<file path="config.mk">
export PLATFORM = sky130hd
export DESIGN_NAME = vga_timing
export DESIGN_NICKNAME = d
export VERILOG_FILES = /design/src/rtl/vga_pkg.sv /design/src/rtl/vga_pix_div.sv /design/src/rtl/vga_timing.sv
export SDC_FILE = /design/constraint.sdc
export NUM_CORES = 1
export LEC_CHECK = 0
export BUFFER_PORTS_ARGS = -buffer_cell sky130_fd_sc_hd__buf_2
export CAP_MARGIN = 20
export CORE_AREA = 8 8 63 65
export CTS_CLUSTER_DIAMETER = 80
export DETAILED_ROUTE_END_ITERATION = 7
export DIE_AREA = 0 0 71 73
export HOLD_SLACK_MARGIN = 0.03
export PLACE_DENSITY = 0.87
export SYNTH_ARGS = -nofsm -noshare
export SYNTH_HDL_FRONTEND = slang
export SYNTH_SLANG_ARGS = --single-unit
</file>
<file path="constraint.sdc">
create_clock -name CLK -period 3.3 [get_ports CLK]
set_input_delay 0.165 -clock CLK [delete_from_list [all_inputs] [get_ports CLK]]
set_output_delay 0.165 -clock CLK [all_outputs]
set_load 0.01 [all_outputs]
</file>
<file path="src/rtl/vga_pkg.sv">
// Shared 640x480@60 timing constants, colour type and helpers for the VGA timing block.
package vga_pkg;

    localparam int CNT_W   = 11;
    localparam int CNT_MAX = (1 << CNT_W) - 1;

    typedef logic [CNT_W-1:0] cnt_t;
    typedef logic [11:0]      rgb12_t;

    localparam int VGA_CLK_DIV = 2;
    localparam int VGA_H_VIS   = 640;
    localparam int VGA_H_FP    = 16;
    localparam int VGA_H_SY    = 96;
    localparam int VGA_H_BP    = 48;
    localparam int VGA_V_VIS   = 480;
    localparam int VGA_V_FP    = 10;
    localparam int VGA_V_SY    = 2;
    localparam int VGA_V_BP    = 33;

    localparam rgb12_t RGB_WHITE = 12'hFFF;
    localparam rgb12_t RGB_BLACK = 12'h000;
    localparam rgb12_t RGB_BLANK = 12'h000;

    typedef struct packed {
        rgb12_t rgb;
        logic   hsync;
        logic   vsync;
    } vid_out_t;

    localparam vid_out_t VID_RESET = '{rgb: RGB_BLANK, hsync: 1'b1, vsync: 1'b1};

    function automatic logic in_range(cnt_t val, cnt_t lo, cnt_t hi);
        return (val >= lo) && (val < hi);
    endfunction

endpackage

</file>
<file path="src/rtl/vga_pix_div.sv">
// Pixel-enable divider: one-cycle strobe every CLK_DIV system clocks.
module vga_pix_div #(
    parameter int CLK_DIV = 2
) (
    input  logic clk,
    input  logic rst_n,
    output logic pix_en
);

    // A one-bit counter pinned at zero covers CLK_DIV=1 without a special case.
    localparam int DIV_W = (CLK_DIV > 1) ? $clog2(CLK_DIV) : 1;
    localparam logic [DIV_W-1:0] DIV_LAST = DIV_W'(CLK_DIV - 1);

    logic [DIV_W-1:0] div_q, div_d;

    always_comb begin
        div_d = (div_q == DIV_LAST) ? '0 : div_q + DIV_W'(1);
    end

    // NOTE: sequential state uses <= so every flop samples pre-edge values.
    always_ff @(posedge clk or negedge rst_n) begin
        if (!rst_n) div_q <= '0;
        else        div_q <= div_d;
    end

    // Gating with rst_n holds the strobe low in reset even when CLK_DIV=1.
    assign pix_en = rst_n && (div_q == DIV_LAST);

endmodule

</file>
<file path="src/rtl/vga_timing.sv">
// VGA raster timing: pixel/line counters, registered sync and colour, frame strobe.
// Optional frame counter enabled by defining VGA_TIMING_FRAME_CNT_EN.
module vga_timing
    import vga_pkg::*;
#(
    parameter int     CLK_DIV = VGA_CLK_DIV,
    parameter int     H_VIS   = VGA_H_VIS,
    parameter int     H_FP    = VGA_H_FP,
    parameter int     H_SY    = VGA_H_SY,
    parameter int     H_BP    = VGA_H_BP,
    parameter int     V_VIS   = VGA_V_VIS,
    parameter int     V_FP    = VGA_V_FP,
    parameter int     V_SY    = VGA_V_SY,
    parameter int     V_BP    = VGA_V_BP,
    parameter rgb12_t FG_RGB  = RGB_WHITE,
    parameter rgb12_t BG_RGB  = RGB_BLACK
) (
    input  logic        CLK,
    input  logic        RST_N,
    input  logic        PAINT,
    output logic [10:0] HCOUNT,
    output logic [10:0] VCOUNT,
    output logic        PIX_EN,
    output logic        HSYNC,
    output logic        VSYNC,
    output logic [11:0] RGB,
    output logic        FRAME_START,
    output logic [7:0]  FRAME_CNT
);

    localparam int H_TOT = H_VIS + H_FP + H_SY + H_BP;
    localparam int V_TOT = V_VIS + V_FP + V_SY + V_BP;

    generate
        if (H_TOT > CNT_MAX || V_TOT > CNT_MAX) begin : g_bad_totals
            $fatal(1, "vga_timing: H_TOT=%0d / V_TOT=%0d exceed 11-bit counters", H_TOT, V_TOT);
        end
    endgenerate

    localparam cnt_t H_LAST  = cnt_t'(H_TOT - 1);
    localparam cnt_t V_LAST  = cnt_t'(V_TOT - 1);
    localparam cnt_t H_VIS_C = cnt_t'(H_VIS);
    localparam cnt_t V_VIS_C = cnt_t'(V_VIS);
    localparam cnt_t H_SY_LO = cnt_t'(H_VIS + H_FP);
    localparam cnt_t H_SY_HI = cnt_t'(H_VIS + H_FP + H_SY);
    localparam cnt_t V_SY_LO = cnt_t'(V_VIS + V_FP);
    localparam cnt_t V_SY_HI = cnt_t'(V_VIS + V_FP + V_SY);

    cnt_t     h_q, h_d, v_q, v_d;
    vid_out_t vid_q, vid_d;
    logic     pix_en, h_wrap, v_wrap, visible, frame_start;

    vga_pix_div #(.CLK_DIV(CLK_DIV)) u_pix_div (
        .clk    (CLK),
        .rst_n  (RST_N),
        .pix_en (pix_en)
    );

    // NOTE: every output of this block gets a default first, so no latches are inferred.
    always_comb begin
        h_wrap      = (h_q == H_LAST);
        v_wrap      = (v_q == V_LAST);
        visible     = (h_q < H_VIS_C) && (v_q < V_VIS_C);
        frame_start = pix_en && h_wrap && v_wrap;
        h_d         = h_q;
        v_d         = v_q;
        vid_d       = vid_q;
        if (pix_en) begin
            h_d = h_wrap ? '0 : h_q + cnt_t'(1);
            if (h_wrap) v_d = v_wrap ? '0 : v_q + cnt_t'(1);
            // Colour and sync both sample the current position: one pixel of latency.
            vid_d.rgb   = !visible ? RGB_BLANK : (PAINT ? FG_RGB : BG_RGB);
            vid_d.hsync = !in_range(h_q, H_SY_LO, H_SY_HI);
            vid_d.vsync = !in_range(v_q, V_SY_LO, V_SY_HI);
        end
    end

    always_ff @(posedge CLK or negedge RST_N) begin
        if (!RST_N) begin
            h_q   <= '0;
            v_q   <= '0;
            vid_q <= VID_RESET;
        end else begin
            h_q   <= h_d;
            v_q   <= v_d;
            vid_q <= vid_d;
        end
    end

`ifdef VGA_TIMING_FRAME_CNT_EN
    logic [7:0] frame_cnt_q, frame_cnt_d;

    always_comb begin
        frame_cnt_d = frame_start ? frame_cnt_q + 8'd1 : frame_cnt_q;
    end

    always_ff @(posedge CLK or negedge RST_N) begin
        if (!RST_N) frame_cnt_q <= '0;
        else        frame_cnt_q <= frame_cnt_d;
    end

    assign FRAME_CNT = frame_cnt_q;
`else
    assign FRAME_CNT = '0;
`endif

    assign HCOUNT      = h_q;
    assign VCOUNT      = v_q;
    assign PIX_EN      = pix_en;
    assign HSYNC       = vid_q.hsync;
    assign VSYNC       = vid_q.vsync;
    assign RGB         = vid_q.rgb;
    assign FRAME_START = frame_start;

endmodule
</file>
==> results.cfg, run 1 <==
[global_routing]
use_met3_pct = 3.02
grtUsageTotal_pct = 12.8
grt_pass1_wl_um = 5500
top_usage_layer = met2
overflow = 0
use_met2_pct = 21.1
antenna_found_initial = 0
grtUsageMet1_pct = 15.4
first_global_vias = 1188
grt_max_degree = 28

[setup_path]
ff2ff_setup_slack_ns = 1.20
rr_startpoint = HCOUNT[8]$_DFFE_PN0N_
worstRegToRegCells = 5
critPathSlowestCell = or4b_1
path_buf_inv = 1
critPathCaptureType = primary output
path_delay_family = simple AND/OR/NAND/NOR gates
critPathKind = reg -> out
critPathMaxFanout = 8
cp.required_ns = 3.13
critPathLaunchType = flop
cp_data_arrival_time_ns = 2.24
cp_cell_sequence = or3b_1 -> or4b_1 -> nor2_1 -> buf_2
critPathMaxStageDelay_ns = 0.72
regToRegEndpoint = VCOUNT[10]$_DFFE_PN0P_

[clocking]
htree_num_levels = 1
clk_latency_ns = 0.32
cts_tree = built
clock_path_buffers = 2
cts_buffers = 3
root_buffer = clkbuf_4
cts_sinks = 26
cts_resized = 0
clkTransAtPathRegs_ns = 0.14

[synth]
synth_area_mm2 = 0.00152
synth_warnings = 0
syn_area_per_cell_um2 = 9.77
ys_top_cells_by_area = dfrtp_1 39%, buf_4 9.4%, dfstp_2 3.4%, xor2_1 3.4%, o21ai_0 3.3%
ys.flop_type = dfrtp_1
netlist_instances = 156
async_flop_share_pct = 100
yosysSeqAreaShare_pct = 42.9
synth-edff-count = 0
yosysTopAreaCell = dfrtp_1
synth_top_area_share_pct = 39.4
ys_types = 40
ys_ff_latch = 26

[placement]
port_buffers = 40
routabilityCongestion = 0.885
detailedPlace.worstSlack_ns = 1.24
dp_hpwl_um = 2430
place_area_mm2 = 0.00164

[drt]
via_per_inst = 5.46
wirelength_um = 3130
drt_iter0_drc = 56
routedWlPerCell_um = 14.2
drc_errors = 0
drtPass1Iterations = 4
ant_nets = 0
num_vias = 1201

[timing]
maxSlewHeadroom_pct = 65.1
rsz0062_at_grt = no
tightestPinTransition_ns = 0.516
finClkSkew_ns = 0.00984
setup_ws_ns = 0.897
fmax_ghz = 0.416
min_period_over_period_pct = 72.8
finalHoldViolations = 0
tns_ns = 0
setup_viol = 0
drv_slew = 0
min_period_ns = 2.40

[pwr]
peakVddDrop_v = 0.000221
leakage_uw = 0.000838
powerDensity_mw_per_mm2 = 381

[cells_and_area]
mostFrequentLayoutCells = 40 x buf_2, 24 x dfrtp_1, 11 x nor2_1
post-route-util_pct = 56.8
drive_above_1_share_pct = 29.9
post-route-cell-area_mm2 = 0.00168
mostFrequentLayoutCell = buf_2
diodes = 0
nets = 195
synthToLayoutAreaGrowth_pct = 10.0

[floorplan]
pin_count = 49
core_mm2 = 0.00295
initial_core_util_pct = 51.6
dieWidth_um = 71
die_h_um = 73
dieArea_mm2 = 0.00518
rows = 20

[hold_path]
hold-path-endpoint = RGB[10]$_DFFE_PN0N_
hold_path_class = in -> reg
hold_path_startpoint = PAINT
hold_depth = 4

[flow_run]
cap_violations = 0

[status]
status = complete, no violations
[sequential cells by signal, summed over array words and instances, names as in the netlist]
name and count:
HCOUNT 11, HSYNC 1, RGB 1, VCOUNT 11
VSYNC 1, u_pix_div.div_q 1
[synth_stat cells, types with 2 or more instances]
cell type	instances
a21o_1	2
a22o_1	4
a31oi_1	2
and2_1	3
and3_1	3
and3_2	2
and4_1	2
buf_4	19
dfrtp_1	24
dfstp_2	2
ha_1	3
inv_1	6
mux2_2	2
nand2_1	10
nand3_1	7
nand4_1	5
nor2_1	11
nor3_1	4
nor3b_1	2
nor4b_1	5
o21ai_0	10
xnor2_1	5
xor2_1	6
[cell families (layout without fill, tap and decap cells)]
| logic type | after synthesis | after routing | synth area share (%) |
|---|---|---|---|
| XOR/XNOR | 11 | 11 | 6.32 |
| flip-flops | 26 | 26 | 42.9 |
| buffers and inverters | 28 | 52 | 12.2 |
| adder cells (fa/ha/maj) | 3 | 3 | 2.46 |
| AND/OR/NAND/NOR | 65 | 65 | 26.2 |
| AO/OA/AOI/OAI | 20 | 20 | 8.29 |
| other | 1 | 8 | 0.246 |
| multiplexers | 2 | 2 | 1.48 |
[routing by layer]
metal	wire, um	share of wire (%)
met3	229	7.3
met4	55	1.8
met2	1540	49
met1	1310	42
met5	0	0
[timing repair]
item	in CTS	in global routing
buffers inserted	0	0
hold endpoints to repair	24	0
hold buffers	1	0
[worst reg2reg max path: stages (launching register included)]
cell and delay [ns]:
dfrtp_1 0.48, or3b_1 0.41, nor4b_1 0.45, buf_4 0.25, nand4_1 0.10, mux2_2 0.29
[through the flow]
step | hold WS [ns] | power (uW) | cells
global route | 0.276 | 682 | 220
floorplan | -0.131 | 476 | 163
CTS | 0.270 | 647 | 220
global placement | 0.190 | 513 | 216
detailed placement | 0.196 | 516 | 216
finish | 0.259 | 638 | 220
[cell type report]
cell class / count / area, um^2
Tap cell: 33 / 41.3
Inverter: 6 / 22.5
Fill cell: 268 / 1280
Timing Repair Buffer: 43 / 225
Multi-Input combinational cell: 109 / 712
Sequential cell: 26 / 653
Clock buffer: 3 / 22.5
[worst max path at each step]
| stage | slack, ns | end | startpoint | cells after the start |
|---|---|---|---|---|
| 5_1_grt | 0.77 | FRAME_START | HCOUNT[4]$_DFFE_PN0N_ | 4 |
| 3_5_place_dp | 1.24 | VCOUNT[10]$_DFFE_PN0P_ | HCOUNT[5]$_DFFE_PN0N_ | 5 |
| 3_3_place_gp | 1.26 | VCOUNT[2]$_DFFE_PN0P_ | HCOUNT[5]$_DFFE_PN0N_ | 4 |
| 6_report | 0.90 | FRAME_START | HCOUNT[8]$_DFFE_PN0N_ | 4 |
| 4_1_cts | 0.90 | FRAME_START | HCOUNT[8]$_DFFE_PN0N_ | 4 |
| 2_1_floorplan | 1.44 | VCOUNT[0]$_DFFE_PN0P_ | HCOUNT[6]$_DFFE_PN0N_ | 4 |
[where the power goes]
part	switching [uW]	leakage [uW]	internal (uW)
sequential	31.9	0.000331	345
combinational	75.9	0.000493	54.6
clock	88.3	0.0000138	42.7
No activity file was read; power rests on OpenSTA's default activity.
==> run 2: changes to the inputs <==
--- a/config.mk
+++ b/config.mk
@@ -5,14 +5,15 @@
 export SDC_FILE = /design/constraint.sdc
 export NUM_CORES = 1
 export LEC_CHECK = 0
+export ABC_AREA = 1
 export BUFFER_PORTS_ARGS = -buffer_cell sky130_fd_sc_hd__buf_2
 export CAP_MARGIN = 20
-export CORE_AREA = 8 8 63 65
+export CORE_AREA = 8 8 70 72
 export CTS_CLUSTER_DIAMETER = 80
 export DETAILED_ROUTE_END_ITERATION = 7
-export DIE_AREA = 0 0 71 73
+export DIE_AREA = 0 0 78 80
 export HOLD_SLACK_MARGIN = 0.03
-export PLACE_DENSITY = 0.87
+export PLACE_DENSITY = 0.8
 export SYNTH_ARGS = -nofsm -noshare
 export SYNTH_HDL_FRONTEND = slang
 export SYNTH_SLANG_ARGS = --single-unit
==> constraint.sdc (replaced) <==
create_clock -name CLK -period 2.14 [get_ports CLK]
set_input_delay 0.107 -clock CLK [delete_from_list [all_inputs] [get_ports CLK]]
set_output_delay 0.107 -clock CLK [all_outputs]
set_load 0.01 [all_outputs]
==> results.cfg, run 2 <==
[cells_and_area]
post-route-cell-area_mm2 = 0.00194
drive_above_1_share_pct = 25.7
synthToLayoutAreaGrowth_pct = 13.5
diodes = 0
mostFrequentLayoutCells = 73 x nand2_1, 40 x buf_2, 24 x dfrtp_1, 24 x nor2_1, 22 x inv_1
fillers = 379
mostFrequentLayoutCell = nand2_1
nets = 275

[synth]
synth_warnings = 0
yosys.area_share.adder_pct = 2.20
ys_types = 25
synth-edff-count = 0
ys_ff_latch = 26
yosysTopAreaCell = dfrtp_1
yosysSeqAreaShare_pct = 38.2
netlist_instances = 235
synth_common_cells = 73 x nand2_1, 24 x dfrtp_1, 24 x nor2_1
yosysMostFrequentCell = nand2_1
ys_top_cells_by_area = dfrtp_1 35%, nand2_1 16%, buf_4 8.4%, nor2_1 5.3%, inv_1 4.8%
muxShareOfSynthArea_pct = 0
synth_top_family_by_area = simple AND/OR/NAND/NOR gates
syn_area_per_cell_um2 = 7.27
ys.flop_type = dfrtp_1
synth_compound_area_share_pct = 3.08
synthXorXnorAreaFrac_pct = 4.10
synth_top_area_share_pct = 35.2
async_flop_share_pct = 100
synth_area_mm2 = 0.00171
synth_simple_gate_area_share_pct = 37.8

[timing]
setup_viol = 0
rsz0062_at_grt = no
fmax_ghz = 0.575
drv_slew = 0
min_period_over_period_pct = 81.3
tns_ns = 0
finalHoldViolations = 0
finClkSkew_ns = 0.00777
min_period_ns = 1.74

[setup_path]
path_buf_inv = 2
critPathMaxFanout = 4
critPathSlowestCell = dfrtp_1
critPathCaptureType = primary output
cp.required_ns = 2.03
path_delay_family = simple AND/OR/NAND/NOR gates
cp_data_arrival_time_ns = 1.63
cp_cell_sequence = ha_1 -> inv_1 -> nor3_1 -> nand3_1 -> nor2_1 -> buf_2
critPathLaunchType = flop
critPathKind = reg -> out
critPathMaxStageDelay_ns = 0.40

[drt]
routedWlPerCell_um = 12.5
drc_errors = 0
ant_nets = 0
drt_iter0_drc = 119
drtPass1Iterations = 4
via_per_inst = 4.76
wirelength_um = 3980
num_vias = 1514

[clocking]
root_buffer = clkbuf_8
cts_buffers = 3
cts_sinks = 26
htree_num_levels = 1
cts_tree = built
clock_path_buffers = 2
clk_latency_ns = 0.27
clkTransAtPathRegs_ns = 0.09

[placement]
port_buffers = 40
dp_hpwl_um = 3040
place_area_mm2 = 0.00186
routabilityCongestion = 0.928

[hold_path]
hold_path_class = in -> reg

[global_routing]
grt_max_degree = 27
grt_pass1_wl_um = 6730
overflow = 0
first_global_vias = 1496
antenna_found_initial = 0
grtUsageTotal_pct = 12.9

[floorplan]
initial_core_util_pct = 44.3
dieArea_mm2 = 0.00624
rows = 23
die_h_um = 80
core_mm2 = 0.00386
pin_count = 49
dieWidth_um = 78

[status]
status = complete, no violations

[flow_run]
cap_violations = 0

[pwr]
leakage_uw = 0.00107
powerDensity_mw_per_mm2 = 762
peakVddDrop_v = 0.000486
[run 2: worst reg2reg max path, delay by kind of cell (launching register included)]
family / cells / cell delay, ns
DFF: 1 / 0.40
and+or+nand+nor: 5 / 0.72
buffers and inverters: 1 / 0.06
adders and majority gates: 1 / 0.21
[run 2: area by class of cell]
| class | count | area [um^2] | share of cell area [%] |
|---|---|---|---|
| Clock buffer | 3 | 41.3 | 2.13 |
| Clock inverter | 1 | 30.0 | 1.55 |
| Inverter | 26 | 97.6 | 5.04 |
| Multi-Input combinational cell | 170 | 836 | 43.1 |
| Sequential cell | 26 | 653 | 33.7 |
| Tap cell | 50 | 62.6 | 3.23 |
| Timing Repair Buffer | 42 | 218 | 11.2 |
[run 2: cell families after synthesis]
kind of cell,Yosys count
AOI/OAI and AO/OA,10
xor gates and xnor gates,8
and+or+nand+nor,141
DFF,26
buffers and inverters,46
adders and majority gates,3
other,1
[run 2: power breakdown]
part | internal [uW] | total, uW | switching [uW] | leakage [uW]
clock network | 250 | 408 | 158 | 0.0000357
registers | 561 | 677 | 117 | 0.000321
logic | 136 | 391 | 255 | 0.000710
[run 2: repair_timing]
action	CTS	global route
gates resized for setup	0	0
hold buffers	1	0
endpoints found under the hold margin	24	0
buffers inserted	0	0
[run 2: worst paths after layout]
path                       depth (start not counted)                        end                      start  slack, ns
max reg2reg                                        7      VCOUNT[0]$_DFFE_PN0P_      HCOUNT[1]$_DFFE_PN0N_       0.72
max in group asynchronous                          3          HSYNC$_DFFE_PN1N_                      RST_N       1.45
min in group asynchronous                          3      VCOUNT[8]$_DFFE_PN0P_                      RST_N       0.38
min                                                5        RGB[10]$_DFFE_PN0N_                      PAINT       0.19
max                                                6                FRAME_START      HCOUNT[1]$_DFFE_PN0N_       0.40
min reg2reg                                        1  u_pix_div.div_q$_DFF_PN0_  u_pix_div.div_q$_DFF_PN0_       0.44
[run 2: through the flow]
step / util, % / power, uW / cells / hold WS [ns] / setup slack [ns]
2_1_floorplan: - / 926 / 242 / -0.189 / 0.848
4_1_cts: 50.3 / 1490 / 318 / 0.184 / 0.391
5_1_grt: 50.3 / 1570 / 318 / 0.287 / 0.253
3_5_place_dp: 48.2 / 1070 / 313 / 0.169 / 0.697
6_report: 50.3 / 1480 / 318 / 0.194 / 0.400
3_3_place_gp: 48.2 / 1070 / 313 / 0.162 / 0.734
[run 2: routing by layer]
metal | GRT usage (%) | up-vias | part of all wire [%]
met5 | 0 | - | 0
met4 | 5.74 | 0 | 1.8
met3 | 2.93 | 8 | 7.8
met2 | 21.5 | 54 | 47
met1 | 15.4 | 682 | 44
li1 | - | 770 | -
